$ cat config.mk
export PLATFORM = sky130hd
export DESIGN_NAME = gpr_bus_sequencer
export DESIGN_NICKNAME = d
export VERILOG_FILES = /design/src/rtl/gpr_bus_sequencer_pkg.sv /design/src/rtl/gpr_bus_sequencer_onehot_decode.sv /design/src/rtl/gpr_bus_sequencer.sv
export SDC_FILE = /design/constraint.sdc
export NUM_CORES = 1
export LEC_CHECK = 0
export ABC_AREA = 1
export BUFFER_PORTS_ARGS = -buffer_cell sky130_fd_sc_hd__buf_2
export CAP_MARGIN = 20
export CELL_PAD_IN_SITES_DETAIL_PLACEMENT = 0
export CELL_PAD_IN_SITES_GLOBAL_PLACEMENT = 1
export CORE_ASPECT_RATIO = 1.25
export CORE_MARGIN = 8
export CORE_UTILIZATION = 43
export DETAILED_ROUTE_END_ITERATION = 10
export PLACE_DENSITY = 0.82
export RECOVER_POWER = 50
export SETUP_SLACK_MARGIN = 0.05
export SYNTH_ARGS = -nofsm -noshare
export SYNTH_HDL_FRONTEND = slang
export SYNTH_SLANG_ARGS = --single-unit
$ cat constraint.sdc
create_clock -name clk -period 2.35 [get_ports clk]
set_input_delay 0.3525 -clock clk [delete_from_list [all_inputs] [get_ports clk]]
set_output_delay 0.3525 -clock clk [all_outputs]
set_load 0.01 [all_outputs]
$ cat src/rtl/gpr_bus_sequencer_pkg.sv
// Shared op-code and state encodings for the GPR bus sequencer.
// Also holds helpers that say which register indices an op reads or writes.
package gpr_bus_sequencer_pkg;

  typedef enum logic [1:0] {
    OP_LOAD_EXT  = 2'd0,
    OP_MOV       = 2'd1,
    OP_ALU_READ  = 2'd2,
    OP_STORE_EXT = 2'd3
  } op_e;

  typedef enum logic [1:0] {
    ST_IDLE    = 2'd0,
    ST_SETUP   = 2'd1,
    ST_STROBE  = 2'd2,
    ST_RELEASE = 2'd3
  } state_e;

  function automatic logic op_uses_dst(input op_e op);
    return (op == OP_LOAD_EXT) || (op == OP_MOV);
  endfunction

  function automatic logic op_uses_src(input op_e op);
    return op != OP_LOAD_EXT;
  endfunction

  function automatic logic op_uses_rhs(input op_e op);
    return op == OP_ALU_READ;
  endfunction

endpackage

$ cat src/rtl/gpr_bus_sequencer_onehot_decode.sv
// Register index to one-hot select, gated by en.
// valid reports whether the index names an existing register.
module gpr_bus_sequencer_onehot_decode #(
  parameter int NUM_REGS = 4,
  parameter int IDX_W    = 2
) (
  input  logic [IDX_W-1:0]    idx,
  input  logic                en,
  output logic [NUM_REGS-1:0] onehot,
  output logic                valid
);

  assign valid = int'(idx) < NUM_REGS;

  for (genvar gi = 0; gi < NUM_REGS; gi++) begin : g_sel
    assign onehot[gi] = en && valid && (int'(idx) == gi);
  end

endmodule

$ cat src/rtl/gpr_bus_sequencer.sv
// Four-phase register-transfer sequencer for the Main/LHS/RHS GPR buses.
// Every output is a register computed from the state being entered.
module gpr_bus_sequencer #(
  parameter int NUM_REGS = 4,
  parameter int IDX_W    = 2
) (
  input  logic                clk,
  input  logic                rst_n,
  input  logic                op_valid,
  output logic                op_ready,
  input  logic [1:0]          op_code,
  input  logic [IDX_W-1:0]    dst_idx,
  input  logic [IDX_W-1:0]    src_idx,
  input  logic [IDX_W-1:0]    rhs_idx,
  output logic [NUM_REGS-1:0] load,
  output logic [NUM_REGS-1:0] a_main_n,
  output logic [NUM_REGS-1:0] a_lhs_n,
  output logic [NUM_REGS-1:0] a_rhs_n,
  output logic                ext_drive_n,
  output logic                ext_capture,
  output logic                alu_capture,
  output logic                done,
  output logic                err
);

  import gpr_bus_sequencer_pkg::*;

  state_e              state_reg, state_next;
  op_e                 op_reg;
  logic [IDX_W-1:0]    dst_reg, src_reg, rhs_reg;

  logic                op_ready_reg, ext_drive_n_reg, ext_capture_reg, alu_capture_reg;
  logic                done_reg, err_reg;
  logic [NUM_REGS-1:0] load_reg, a_main_n_reg, a_lhs_n_reg, a_rhs_n_reg;

  logic                accept;
  op_e                 op_eff;
  logic [IDX_W-1:0]    dst_eff, src_eff, rhs_eff;
  logic                dst_ok, src_ok, rhs_ok, err_op, quiet;
  logic                drive_en, strobe_en;
  logic [NUM_REGS-1:0] dst_oh, src_oh, rhs_oh;

  // On the accept edge the operand registers are not yet loaded, so SETUP
  // outputs must be decoded straight from the request inputs.
  assign accept  = (state_reg == ST_IDLE) && op_valid;
  assign op_eff  = accept ? op_e'(op_code) : op_reg;
  assign dst_eff = accept ? dst_idx : dst_reg;
  assign src_eff = accept ? src_idx : src_reg;
  assign rhs_eff = accept ? rhs_idx : rhs_reg;

  always_comb begin
    state_next = state_reg;
    case (state_reg)
      ST_IDLE:    if (op_valid) state_next = ST_SETUP;
      ST_SETUP:   state_next = ST_STROBE;
      ST_STROBE:  state_next = ST_RELEASE;
      ST_RELEASE: state_next = ST_IDLE;
      default:    state_next = ST_IDLE;
    endcase
  end

  assign err_op    = (op_uses_dst(op_eff) && !dst_ok) ||
                     (op_uses_src(op_eff) && !src_ok) ||
                     (op_uses_rhs(op_eff) && !rhs_ok);
  // Bad indices and self-moves walk the FSM but never touch a bus.
  assign quiet     = err_op || ((op_eff == OP_MOV) && (src_eff == dst_eff));
  assign drive_en  = (state_next != ST_IDLE) && !quiet;
  assign strobe_en = (state_next == ST_STROBE) && !quiet;

  gpr_bus_sequencer_onehot_decode #(.NUM_REGS(NUM_REGS), .IDX_W(IDX_W)) u_dst_dec (
    .idx(dst_eff), .en(strobe_en && op_uses_dst(op_eff)), .onehot(dst_oh), .valid(dst_ok)
  );
  gpr_bus_sequencer_onehot_decode #(.NUM_REGS(NUM_REGS), .IDX_W(IDX_W)) u_src_dec (
    .idx(src_eff), .en(drive_en && op_uses_src(op_eff)), .onehot(src_oh), .valid(src_ok)
  );
  gpr_bus_sequencer_onehot_decode #(.NUM_REGS(NUM_REGS), .IDX_W(IDX_W)) u_rhs_dec (
    .idx(rhs_eff), .en(drive_en && op_uses_rhs(op_eff)), .onehot(rhs_oh), .valid(rhs_ok)
  );

  always_ff @(posedge clk or negedge rst_n) begin
    if (!rst_n) begin
      state_reg       <= ST_IDLE;
      op_reg          <= OP_LOAD_EXT;
      dst_reg         <= '0;
      src_reg         <= '0;
      rhs_reg         <= '0;
      op_ready_reg    <= 1'b1;
      load_reg        <= '0;
      a_main_n_reg    <= '1;
      a_lhs_n_reg     <= '1;
      a_rhs_n_reg     <= '1;
      ext_drive_n_reg <= 1'b1;
      ext_capture_reg <= 1'b0;
      alu_capture_reg <= 1'b0;
      done_reg        <= 1'b0;
      err_reg         <= 1'b0;
    end else begin
      state_reg <= state_next;
      if (accept) begin
        op_reg  <= op_e'(op_code);
        dst_reg <= dst_idx;
        src_reg <= src_idx;
        rhs_reg <= rhs_idx;
      end
      op_ready_reg    <= state_next == ST_IDLE;
      load_reg        <= dst_oh;
      a_main_n_reg    <= ~(src_oh & {NUM_REGS{(op_eff == OP_MOV) || (op_eff == OP_STORE_EXT)}});
      a_lhs_n_reg     <= ~(src_oh & {NUM_REGS{op_eff == OP_ALU_READ}});
      a_rhs_n_reg     <= ~rhs_oh;
      ext_drive_n_reg <= !(drive_en && (op_eff == OP_LOAD_EXT));
      ext_capture_reg <= strobe_en && (op_eff == OP_STORE_EXT);
      alu_capture_reg <= strobe_en && (op_eff == OP_ALU_READ);
      done_reg        <= state_next == ST_RELEASE;
      err_reg         <= (state_next == ST_RELEASE) && err_op;
    end
  end

  assign op_ready    = op_ready_reg;
  assign load        = load_reg;
  assign a_main_n    = a_main_n_reg;
  assign a_lhs_n     = a_lhs_n_reg;
  assign a_rhs_n     = a_rhs_n_reg;
  assign ext_drive_n = ext_drive_n_reg;
  assign ext_capture = ext_capture_reg;
  assign alu_capture = alu_capture_reg;
  assign done        = done_reg;
  assign err         = err_reg;

endmodule

==> results.yml <==
run_status:
  status: "finished with violations"
  failed_checks: "capacitance limit, slew limit"
synthesis:
  synth-seq-cells: 31
  synth-compound-area-share_pct: 1.80
  synth_flop_cell: "dfrtp_1"
  yosysMostFrequentCell: "nand2_1"
  ys_types: 23
  postSynthCellCount: 131
  synth_top_family_by_area: "simple AND/OR/NAND/NOR gates"
  yosys.area_share.xor_xnor_pct: 0
  synthMuxAreaShare_pct: 0
  synth_fa_ha_area_share_pct: 1.80
  syn_nets: 144
  synth-edff-count: 0
  ys_top_cells_by_count: "19 x nand2_1, 17 x dfrtp_1, 16 x inv_1"
  synth_area_per_cell_um2: 10.6
  synth_simple_gate_area_share_pct: 29.9
  syn_area_um2: 1390
  yosys-top-cells-area: "dfrtp_1 31%, dfstp_2 26%, nand2_4 7.3%, nand2_1 5.1%, inv_1 4.3%"
  synth-warning-count: 0
  synth_top_cell_area_share_pct: 30.6
  synth_area_leader_cell: "dfrtp_1"
  ys_seq_area_share_pct: 57.1
  ys_async_sr_fraction_pct: 100
sta:
  worstMarginPinSlew_ps: 1570
  final.min_clock_period_ps: 1950
  fin_crit_sh_pct: 82.9
  max_freq_ghz: 0.513
  clock_skew_ps: 6.14
  slew_violations: 32
  setup_tns_ps: 0
  rsz0062_at_grt: "no"
  slew_headroom_pct: -4.45
  timing_hold_violations_final: 0
  post-route-worst-setup-slack_ps: 402
  finalSetupViolCount: 0
finish:
  final_cells: 204
  nets: 179
  antenna_cells: 0
  area_growth_pct: 19.2
  final_util_pct: 52.8
  drive_gt1_share_pct: 44.9
die:
  core_um2: 3140
  die_height_um: 79.5
  die-area_um2: 5320
  die_w_um: 66.8
  initial_core_util_pct: 44.3
  io_pins: 33
  rows: 23
critical_path:
  critPathKind: "reg2reg"
  cp-end-kind: "flop"
  worst-path-buf-inv: 1
  crit_required_ps: 2530
  crit_path_top_delay_cell: "dfrtp_1"
  start_kind: "flop"
  cp_common_cell: "nand2_1"
  slowest_delay_ps: 390
  path_delay_family: "simple AND/OR/NAND/NOR gates"
  crit_chain: "inv_1 > ha_1 > nand2_4 > nand2_1 > nand2_1 > nand2_1 > nand2_2 > nor2_2 > nand2_2 > nand3_2 > nor2_1"
  cp.arrival_ps: 2130
  crit_fanout: 12
run:
  drv_cap: 1
min_path:
  hp-class: "in2reg"
detailed_routing:
  vias: 936
  ant_nets: 0
  first_pass_iters: 4
  wl_per_cell_um: 12.9
  routed_wl_um: 2630
  drtIter0Drc: 27
  viasPerCell: 4.59
  drcViolationCount: 0
clock_tree:
  cts_setup_buffers: 0
  cts_max_path_buffers: 2
  numCtsBuffers: 5
  path_clk_slew_ps: 70
  cts_root_buffer: "clkbuf_8"
  clock_latency_ps: 280
  clkSinkCount: 31
  ctsResizeCount: 0
  cts_tree: "built"
  cts_max_level: 2
  ctsHoldBuffers: 0
placed_design:
  place.detailed.hpwl_um: 2000
  io_buffers: 31
  gp_congestion: 0.769
  pre_cts_ws_ps: 430
  place_inst: 196
grt:
  grt_usage_pct: 11.3
  grt_pass1_wl_um: 4490
  overflow: 0
  grt_max_degree: 32
  antenna_found_initial: 0
  grt_pass1_vias: 1020
power_and_ir_drop:
  leakagePower_nw: 0.812
  powerDensity_nw_per_um2: 1510
  ir_worst_vdd_uv: 838
==> area by class of cell <==
class / count / area, µm²
inverters: 22 / 87.6
fillers: 284 / 1480
multi-input cells: 75 / 469
repair buffers: 31 / 141
flip-flops and latches: 31 / 793
clock buffers: 6 / 82.6
well taps: 37 / 46.3
clock inverters: 2 / 35.0
==> metal layers <==
metal  share of wire (%)  track usage (%)
met3                 6.9             4.21
met5                   0                0
met1                  36             10.6
met4                 1.8             7.49
met2                  55             19.8
==> path summary, 6_finish.rpt <==
check | start | cells after the start | end | slack (ps)
hold / removal | rhs_idx[0] | 3 | a_rhs_n[0] | 330
hold reg to reg | src_reg[0] | 2 | src_reg[0] | 560
setup / recovery | state_reg[0] | 11 | load[2] | 400
max in group asynchronous | rst_n | 1 | state_reg[1] | 990
min in group asynchronous | rst_n | 1 | state_reg[0] | 450
setup reg to reg | state_reg[0] | 11 | load[2] | 400
==> stage by stage <==
stage | hold WS (ps) | power (mW) | area, µm²
after floorplan | 56.9 | 1.74 | 1390
after global placement | 406 | 1.96 | 1550
after detailed placement | 418 | 1.99 | 1550
after CTS | 107 | 2.54 | 1670
after global routing | 348 | 2.70 | 1660
final | 334 | 2.49 | 1660
==> cells by family (layout without fill, tap and decap cells) <==
group / Yosys count / after routing
DFF: 31 / 31
buffers and inverters: 25 / 61
AOI/OAI and AO/OA: 2 / 2
adders and majority gates: 2 / 2
and+or+nand+nor: 70 / 70
other: 1 / 1
==> where the power goes <==
part | switching [mW] | internal (mW)
combinational | 0.761 | 0.360
clock | 0.196 | 0.343
sequential | 0.0540 | 0.779
==> worst min-delay path, delay by kind of cell <==
| family | cells | cell delay, ps |
|---|---|---|
| compound gates | 1 | 80 |
| buf+inv | 1 | 80 |
| simple gates | 1 | 70 |
==> cells in the final DEF, fill, tap and decap left out, types with 2 or more instances in the layout <==
cell type and count:
buf_2 20, clkbuf_1 11, clkbuf_8 6, dfrtp_1 17
dfstp_2 14, ha_1 2, inv_1 16, inv_2 5
nand2_1 19, nand2_2 7, nand2_4 9, nand3_1 8
nand3_2 2, nand4_1 6, nor2_1 11, nor2_2 4
nor2_4 2
(Power assumes the default switching activity.)
